===== src/rtl/spi_frame_arb.sv =====
// Round-robin arbiter and LSB-first SPI frame sequencer with bounded suspend stalls.
// Build macro SPI_ARB_PRIO_EN gives requester 0 absolute priority over the round-robin.
module spi_frame_arb #(
  parameter int unsigned NREQ      = 3,
  parameter logic [7:0]  START_HDR = 8'h01,
  parameter logic [7:0]  CFG_HDR   = 8'h02,
  parameter logic [7:0]  READ_HDR  = 8'h04,
  parameter int unsigned MAX_SUS   = 3
) (
  input  logic                 clk,
  input  logic                 rst,
  input  logic [NREQ-1:0]      req,
  input  logic [2*NREQ-1:0]    cmd,
  input  logic [8*NREQ-1:0]    wdata,
  input  logic                 hold_in,
  output logic [NREQ-1:0]      gnt,
  output logic [NREQ-1:0]      done,
  output logic                 err,
  output logic                 busy,
  output logic                 frame,
  output logic                 serial,
  output logic                 suspend
);

  localparam int unsigned PW        = (NREQ > 1) ? $clog2(NREQ) : 1;
  localparam logic [1:0]  OP_START  = 2'b00;
  localparam logic [1:0]  OP_CFG    = 2'b01;
  localparam logic [1:0]  OP_ILL    = 2'b11;
  localparam logic [1:0]  MAX_SUS_C = 2'(MAX_SUS);
  localparam logic [3:0]  HDR_LAST  = 4'd8;
  localparam logic [3:0]  CFG_LAST  = 4'd8;
  localparam logic [3:0]  READ_LAST = 4'd10;
  localparam logic [PW-1:0] LAST_IDX = PW'(NREQ - 1);

  typedef enum logic [1:0] {IDLE, HEAD, BODY, GAP} state_t;

  state_t          r_state;
  logic [3:0]      r_cnt;
  logic [PW-1:0]   r_ptr;
  logic [1:0]      r_sus_cnt;
  logic [1:0]      r_op;
  logic [7:0]      r_wd;
  logic [NREQ-1:0] r_win_oh;
  logic [NREQ-1:0] r_gnt;
  logic [NREQ-1:0] r_done;
  logic            r_err;
  logic            r_busy;
  logic            r_frame;
  logic            r_serial;
  logic            r_suspend;

  logic            w_found;
  logic [PW-1:0]   w_win;
  logic [PW-1:0]   w_ptr_nxt;
  logic [NREQ-1:0] w_win_oh;
  logic [1:0]      w_op;
  logic [7:0]      w_wd;
  logic [7:0]      w_hdr;
  logic [3:0]      w_body_last;
  logic            w_sus;

  // First asserted request at or after the pointer, wrapping.
  always_comb begin
    int idx;
    idx     = 0;
    w_found = 1'b0;
    w_win   = '0;
    for (int i = 0; i < int'(NREQ); i++) begin
      idx = (int'(r_ptr) + i) % int'(NREQ);
      if (!w_found && req[idx]) begin
        w_found = 1'b1;
        w_win   = PW'(idx);
      end
    end
    w_ptr_nxt = (w_win == LAST_IDX) ? '0 : w_win + PW'(1);
`ifdef SPI_ARB_PRIO_EN
    if (req[0]) begin
      w_found   = 1'b1;
      w_win     = '0;
      w_ptr_nxt = r_ptr;
    end
`endif
  end

  always_comb begin
    w_win_oh        = '0;
    w_win_oh[w_win] = 1'b1;
    w_op            = cmd[2*int'(w_win) +: 2];
    w_wd            = wdata[8*int'(w_win) +: 8];
    case (r_op)
      OP_START: w_hdr = START_HDR;
      OP_CFG:   w_hdr = CFG_HDR;
      default:  w_hdr = READ_HDR;
    endcase
    w_body_last = (r_op == OP_CFG) ? CFG_LAST : READ_LAST;
    // A stall repeats the previous data cycle, so that cycle must itself be a counted data cycle.
    w_sus = hold_in && (r_sus_cnt < MAX_SUS_C) &&
            (((r_state == HEAD) && (r_cnt != 4'd0)) || (r_state == BODY));
  end

  always_ff @(posedge clk) begin
    if (!rst) begin
      r_state   <= IDLE;
      r_cnt     <= '0;
      r_ptr     <= '0;
      r_sus_cnt <= '0;
      r_op      <= OP_START;
      r_wd      <= '0;
      r_win_oh  <= '0;
      r_gnt     <= '0;
      r_done    <= '0;
      r_err     <= 1'b0;
      r_busy    <= 1'b0;
      r_frame   <= 1'b0;
      r_serial  <= 1'b0;
      r_suspend <= 1'b0;
    end else begin
      r_gnt     <= '0;
      r_done    <= '0;
      r_err     <= 1'b0;
      r_suspend <= 1'b0;
      r_sus_cnt <= '0;
      case (r_state)
        IDLE, GAP: begin
          r_state  <= IDLE;
          r_frame  <= 1'b0;
          r_serial <= 1'b0;
          r_busy   <= 1'b0;
          if (w_found) begin
            r_ptr    <= w_ptr_nxt;
            r_gnt    <= w_win_oh;
            r_win_oh <= w_win_oh;
            r_op     <= w_op;
            r_wd     <= w_wd;
            r_cnt    <= '0;
            if (w_op == OP_ILL) begin
              r_err <= 1'b1;
            end else begin
              r_state <= HEAD;
              r_frame <= 1'b1;
              r_busy  <= 1'b1;
            end
          end
        end
        HEAD, BODY: begin
          if (w_sus) begin
            r_suspend <= 1'b1;
            r_sus_cnt <= r_sus_cnt + 2'd1;
          end else if ((r_state == HEAD) && (r_cnt != HDR_LAST)) begin
            r_cnt    <= r_cnt + 4'd1;
            r_serial <= w_hdr[r_cnt[2:0]];
          end else if ((r_state == HEAD) && (r_op != OP_START)) begin
            r_state  <= BODY;
            r_cnt    <= 4'd1;
            r_serial <= (r_op == OP_CFG) & r_wd[0];
          end else if ((r_state == BODY) && (r_cnt != w_body_last)) begin
            r_cnt    <= r_cnt + 4'd1;
            r_serial <= (r_op == OP_CFG) & r_wd[r_cnt[2:0]];
          end else begin
            r_state  <= GAP;
            r_frame  <= 1'b0;
            r_serial <= 1'b0;
            r_done   <= r_win_oh;
          end
        end
        default: r_state <= IDLE;
      endcase
    end
  end

  assign gnt     = r_gnt;
  assign done    = r_done;
  assign err     = r_err;
  assign busy    = r_busy;
  assign frame   = r_frame;
  assign serial  = r_serial;
  assign suspend = r_suspend;

endmodule


===== config.mk =====
export PLATFORM = sky130hd
export DESIGN_NAME = spi_frame_arb
export DESIGN_NICKNAME = d
export VERILOG_FILES = /design/src/rtl/spi_frame_arb.sv
export SDC_FILE = /design/constraint.sdc
export NUM_CORES = 1
export LEC_CHECK = 0
export ABC_AREA = 0
export BUFFER_PORTS_ARGS = -buffer_cell sky130_fd_sc_hd__buf_2
export CORE_UTILIZATION = 54
export DETAILED_ROUTE_END_ITERATION = 12
export PLACE_DENSITY = 0.8
export SLEW_MARGIN = 40
export SYNTH_ARGS = -nofsm -noshare
export SYNTH_HDL_FRONTEND = slang
export SYNTH_SLANG_ARGS = --single-unit

===== constraint.sdc =====
create_clock -name clk -period 2.6 [get_ports clk]
set_input_delay 0.13 -clock clk [delete_from_list [all_inputs] [get_ports clk]]
set_output_delay 0.13 -clock clk [all_outputs]
set_load 0.02 [all_outputs]

==> out/summary.log <==
INFO  placed_design  port_buffers=46
INFO  hold_path      hold_sp=wdata[22]
INFO  grt            grt_pass1_vias=1744
INFO  pwr            p_sw=1.25mW
INFO  timing         finalWorstPathRequiredPeriod=2.41ns
INFO  timing         min_period_over_period=92.7%
INFO  clock_network  post_cts_hold_buffer_count=0
INFO  clock_network  tritoncts.num_buffers=5
INFO  synth          ys_types=55
INFO  flow_run       drv_cap=0
INFO  worst_setup_path timing.critical_path.required=2.77ns
INFO  pwr            clock_power_share=14.5%
INFO  pwr            comb_power_share=61.0%
INFO  worst_setup_path rr_endpoint=r_wd[7]
INFO  worst_setup_path start_kind=flop
INFO  grt            number_of_antenna_violations_at_the_first_check_in_global_routing=0
INFO  floorplan      initial_utilization=57.0%
INFO  timing         max_clock_freq=0.415GHz
INFO  worst_setup_path worstRegToRegCells=8
INFO  finish         layout_commonest_cell=sky130_fd_sc_hd__buf_2
INFO  timing         finClkSkew=0.00602ns
INFO  synth          mappedNetlistNets=288
INFO  pwr            power.sequential.fraction=24.5%
INFO  drt            detail_route.iter0.violations=136
INFO  clock_network  clk_pin_slew_worst_paths=0.06ns
INFO  finish         mostFrequentLayoutCells=sky130_fd_sc_hd__buf_2 (46), sky130_fd_sc_hd__dfxtp_1 (32), sky130_fd_sc_hd__nand2_1 (22)
INFO  worst_setup_path timing.rr.start=r_ptr[0]
INFO  floorplan      dieWidth=64.4µm
INFO  floorplan      die-height=64.4µm
INFO  worst_setup_path slowest_stage=sky130_fd_sc_hd__or2_2
INFO  pwr            vdd_ir_drop_max=0.651mV
INFO  floorplan      die_area=4150µm²
INFO  synth          syn-cell-area=2100µm²
INFO  synth          synth_ff_type=sky130_fd_sc_hd__dfxtp_1
INFO  drt            drt.antenna.violating_nets=0
INFO  finish         instances_no_fill=336
INFO  outcome        run_status=finished, final reports clean
INFO  worst_setup_path critPathMaxFanout=14
INFO  pwr            power.switching_fraction=44.4%
INFO  clock_network  post-cts-setup-buffers=0
INFO  hold_path      timing.hold.worst_endpoint=r_wd[6]
INFO  placed_design  routabilityCongestion=0.888
INFO  clock_network  tritoncts=yes
INFO  grt            track_usage=24.3%
INFO  synth          number_of_instances_in_the_synthesized_netlist=243
INFO  worst_setup_path crit_path_kind=flop to flop
INFO  worst_setup_path critical-path-top-delay-family=compound AO/OA/AOI/OAI gates
INFO  drt            detailedRoute.firstPassIterationCount=4
INFO  clock_network  clk_path_buf_depth=2
INFO  timing         worst_pin_slew=0.725ns
INFO  grt            grt_max_degree=18
INFO  drt            routed_wirelength=4.55mm
INFO  synth          postSynthRegisterBits=32
INFO  pwr            internal_power=1.57mW
INFO  worst_setup_path path_buf_inv=1
INFO  timing         final.setup.worst_slack=0.191ns
INFO  timing         final.hold.worst_slack=0.108ns
INFO  hold_path      hold_depth=3
INFO  finish         n_antenna_cell=0
INFO  drt            drc=0
INFO  finish         area_growth=16.8%
INFO  clock_network  worst_skew_pair_later_pin_latency=0.29ns
INFO  drt            detailroute.via_count=1891
INFO  placed_design  dp_cells=329
INFO  placed_design  pre_cts_ws=0.0922ns
INFO  worst_setup_path r2r_slack=0.19ns
INFO  pwr            p_leak=0.982nW
INFO  finish         fraction_of_final_layout_cells_sized_beyond_drive_strength_1=30.9%
INFO  worst_setup_path timing.critical_path.arrival=2.58ns
INFO  timing         finalMaxSlewViolations=0
INFO  clock_network  cts-resized-gates=0
INFO  clock_network  numClockSinks=32
INFO  floorplan      placementRows=22
INFO  hold_path      min-delay-path-class=primary input to flop
INFO  timing         slew-limit-headroom=51.2%
INFO  grt            gr-total-overflow=0
INFO  pwr            power_density=1150nW/µm²
INFO  worst_setup_path setup.worst_path.end_class=flop
INFO  synth          synth-warning-count=0
INFO  synth          synth.yosys.seq_area_share=30.5%
INFO  floorplan      core_area=3690µm²
INFO  finish         design.final.nets=333
INFO  placed_design  place_hpwl=3.47mm
INFO  clock_network  cts-htree-levels=2
INFO  floorplan      ios=47
INFO  timing         hold_viol=0
INFO  timing         finalSetupViolCount=0
INFO  drt            drt-wirelength-per-cell=13.5µm
INFO  synth          syn_area_per_cell=8.66µm²
INFO  worst_setup_path worst_path_largest_cell_delay=0.43ns
INFO  synth          postSynth.asyncResetShare=0%
INFO  grt            grt_pass1_wl=7.87mm
INFO  worst_setup_path worstPathCellList=inv_1 > ha_2 > nand3b_1 > nor2_1 > a31o_2 > or2_2 > a211oi_1 > o21ai_2
INFO  synth          number_of_enable_type_register_cells_in_the_synthesized_netlist=0
INFO  clock_network  clock_tree.root_cell=sky130_fd_sc_hd__clkbuf_8
INFO  drt            drt-vias-per-instance=5.63
## sequential cells by signal, summed over array words and instances (netlist names)
register / cells
r_op: 2
r_state: 2
r_cnt: 4
r_sus_cnt: 2
r_ptr: 1
r_wd: 8
serial: 1
suspend: 1
r_win_oh: 2
gnt: 3
frame: 1
busy: 1
done: 3
err: 1
## cells by family (layout without fill, tap and decap cells)
group,Yosys count,after routing,synth area share (%)
compound gates,78,78,27.4
xor+xnor,2,2,0.833
fa+ha+maj,9,9,5.35
buf+inv,22,67,6.01
flops,32,32,30.5
mux,9,9,5.95
simple gates,91,91,24.0
## layer usage
layer / global-route usage (%) / vias up / routed length (µm)
met4: 11.7 / 0 / 97
met3: 3.87 / 8 / 143
met5: 0 / - / 0
li1: - / 968 / -
met1: 32.9 / 872 / 2290
met2: 37.5 / 43 / 2020
## final cells by class
class | instances | area (µm²)
fill | 336 | 1230
clock buffer | 7 | 96.3
timing repair buffer | 50 | 260
tap | 48 | 60.1
multi-input combinational | 189 | 1350
inverter | 10 | 51.3
sequential | 32 | 641
## power groups by stage
stage | clock network, mW | logic [mW] | registers, mW
2_1_floorplan | 0 | 1.37 | 0.732
3_3_place_gp | 0 | 1.66 | 0.700
3_5_place_dp | 0 | 1.69 | 0.702
4_1_cts | 0.415 | 1.69 | 0.692
5_1_grt | 0.444 | 1.90 | 0.707
6_report | 0.409 | 1.72 | 0.693
## stage by stage
step,setup TNS (ns),total power [mW],area [µm²],util (%)
2_1_floorplan,0,2.10,2100,-
3_3_place_gp,0,2.36,2350,63.7
3_5_place_dp,0,2.39,2350,63.7
4_1_cts,0,2.80,2450,66.4
5_1_grt,-0.0131,3.05,2460,66.6
6_report,0,2.83,2460,66.6
## cells in the mapped netlist, drive strengths merged, types with 5 or more instances
| cell type | n | area [µm²] |
|---|---|---|
| nor3 | 5 | 25.0 |
| inv | 9 | 33.8 |
| nand3 | 5 | 25.0 |
| mux2i | 5 | 50.1 |
| nor2 | 18 | 72.6 |
| a21oi | 10 | 57.6 |
| buf | 8 | 60.1 |
| o21ai | 33 | 203 |
| nand2 | 22 | 82.6 |
| ha | 9 | 113 |
| a211oi | 14 | 105 |
| nor2b | 5 | 33.8 |
| nand2b | 5 | 38.8 |
| dfxtp | 32 | 641 |
| nand3b | 8 | 60.1 |
| nor3b | 11 | 82.6 |
## how the worst max path moves through the flow
stage              from       to  slack [ns]  cells after the start
2_1_floorplan  r_ptr[0]  r_op[0]        0.39                     11
3_3_place_gp   r_ptr[0]  r_wd[4]        0.10                      8
3_5_place_dp   r_ptr[0]  r_wd[4]        0.09                      8
4_1_cts        r_ptr[0]  r_wd[4]        0.08                      8
5_1_grt        r_ptr[0]  r_wd[0]      -0.007                      8
6_report       r_ptr[0]  r_wd[7]        0.19                      8
## worst min-delay path, cell delays in order
cell and delay (ns):
sky130_fd_sc_hd__buf_2 0.07, sky130_fd_sc_hd__o21ai_1 0.07, sky130_fd_sc_hd__o21ai_2 0.10
No activity file was read; power rests on OpenSTA's default activity.
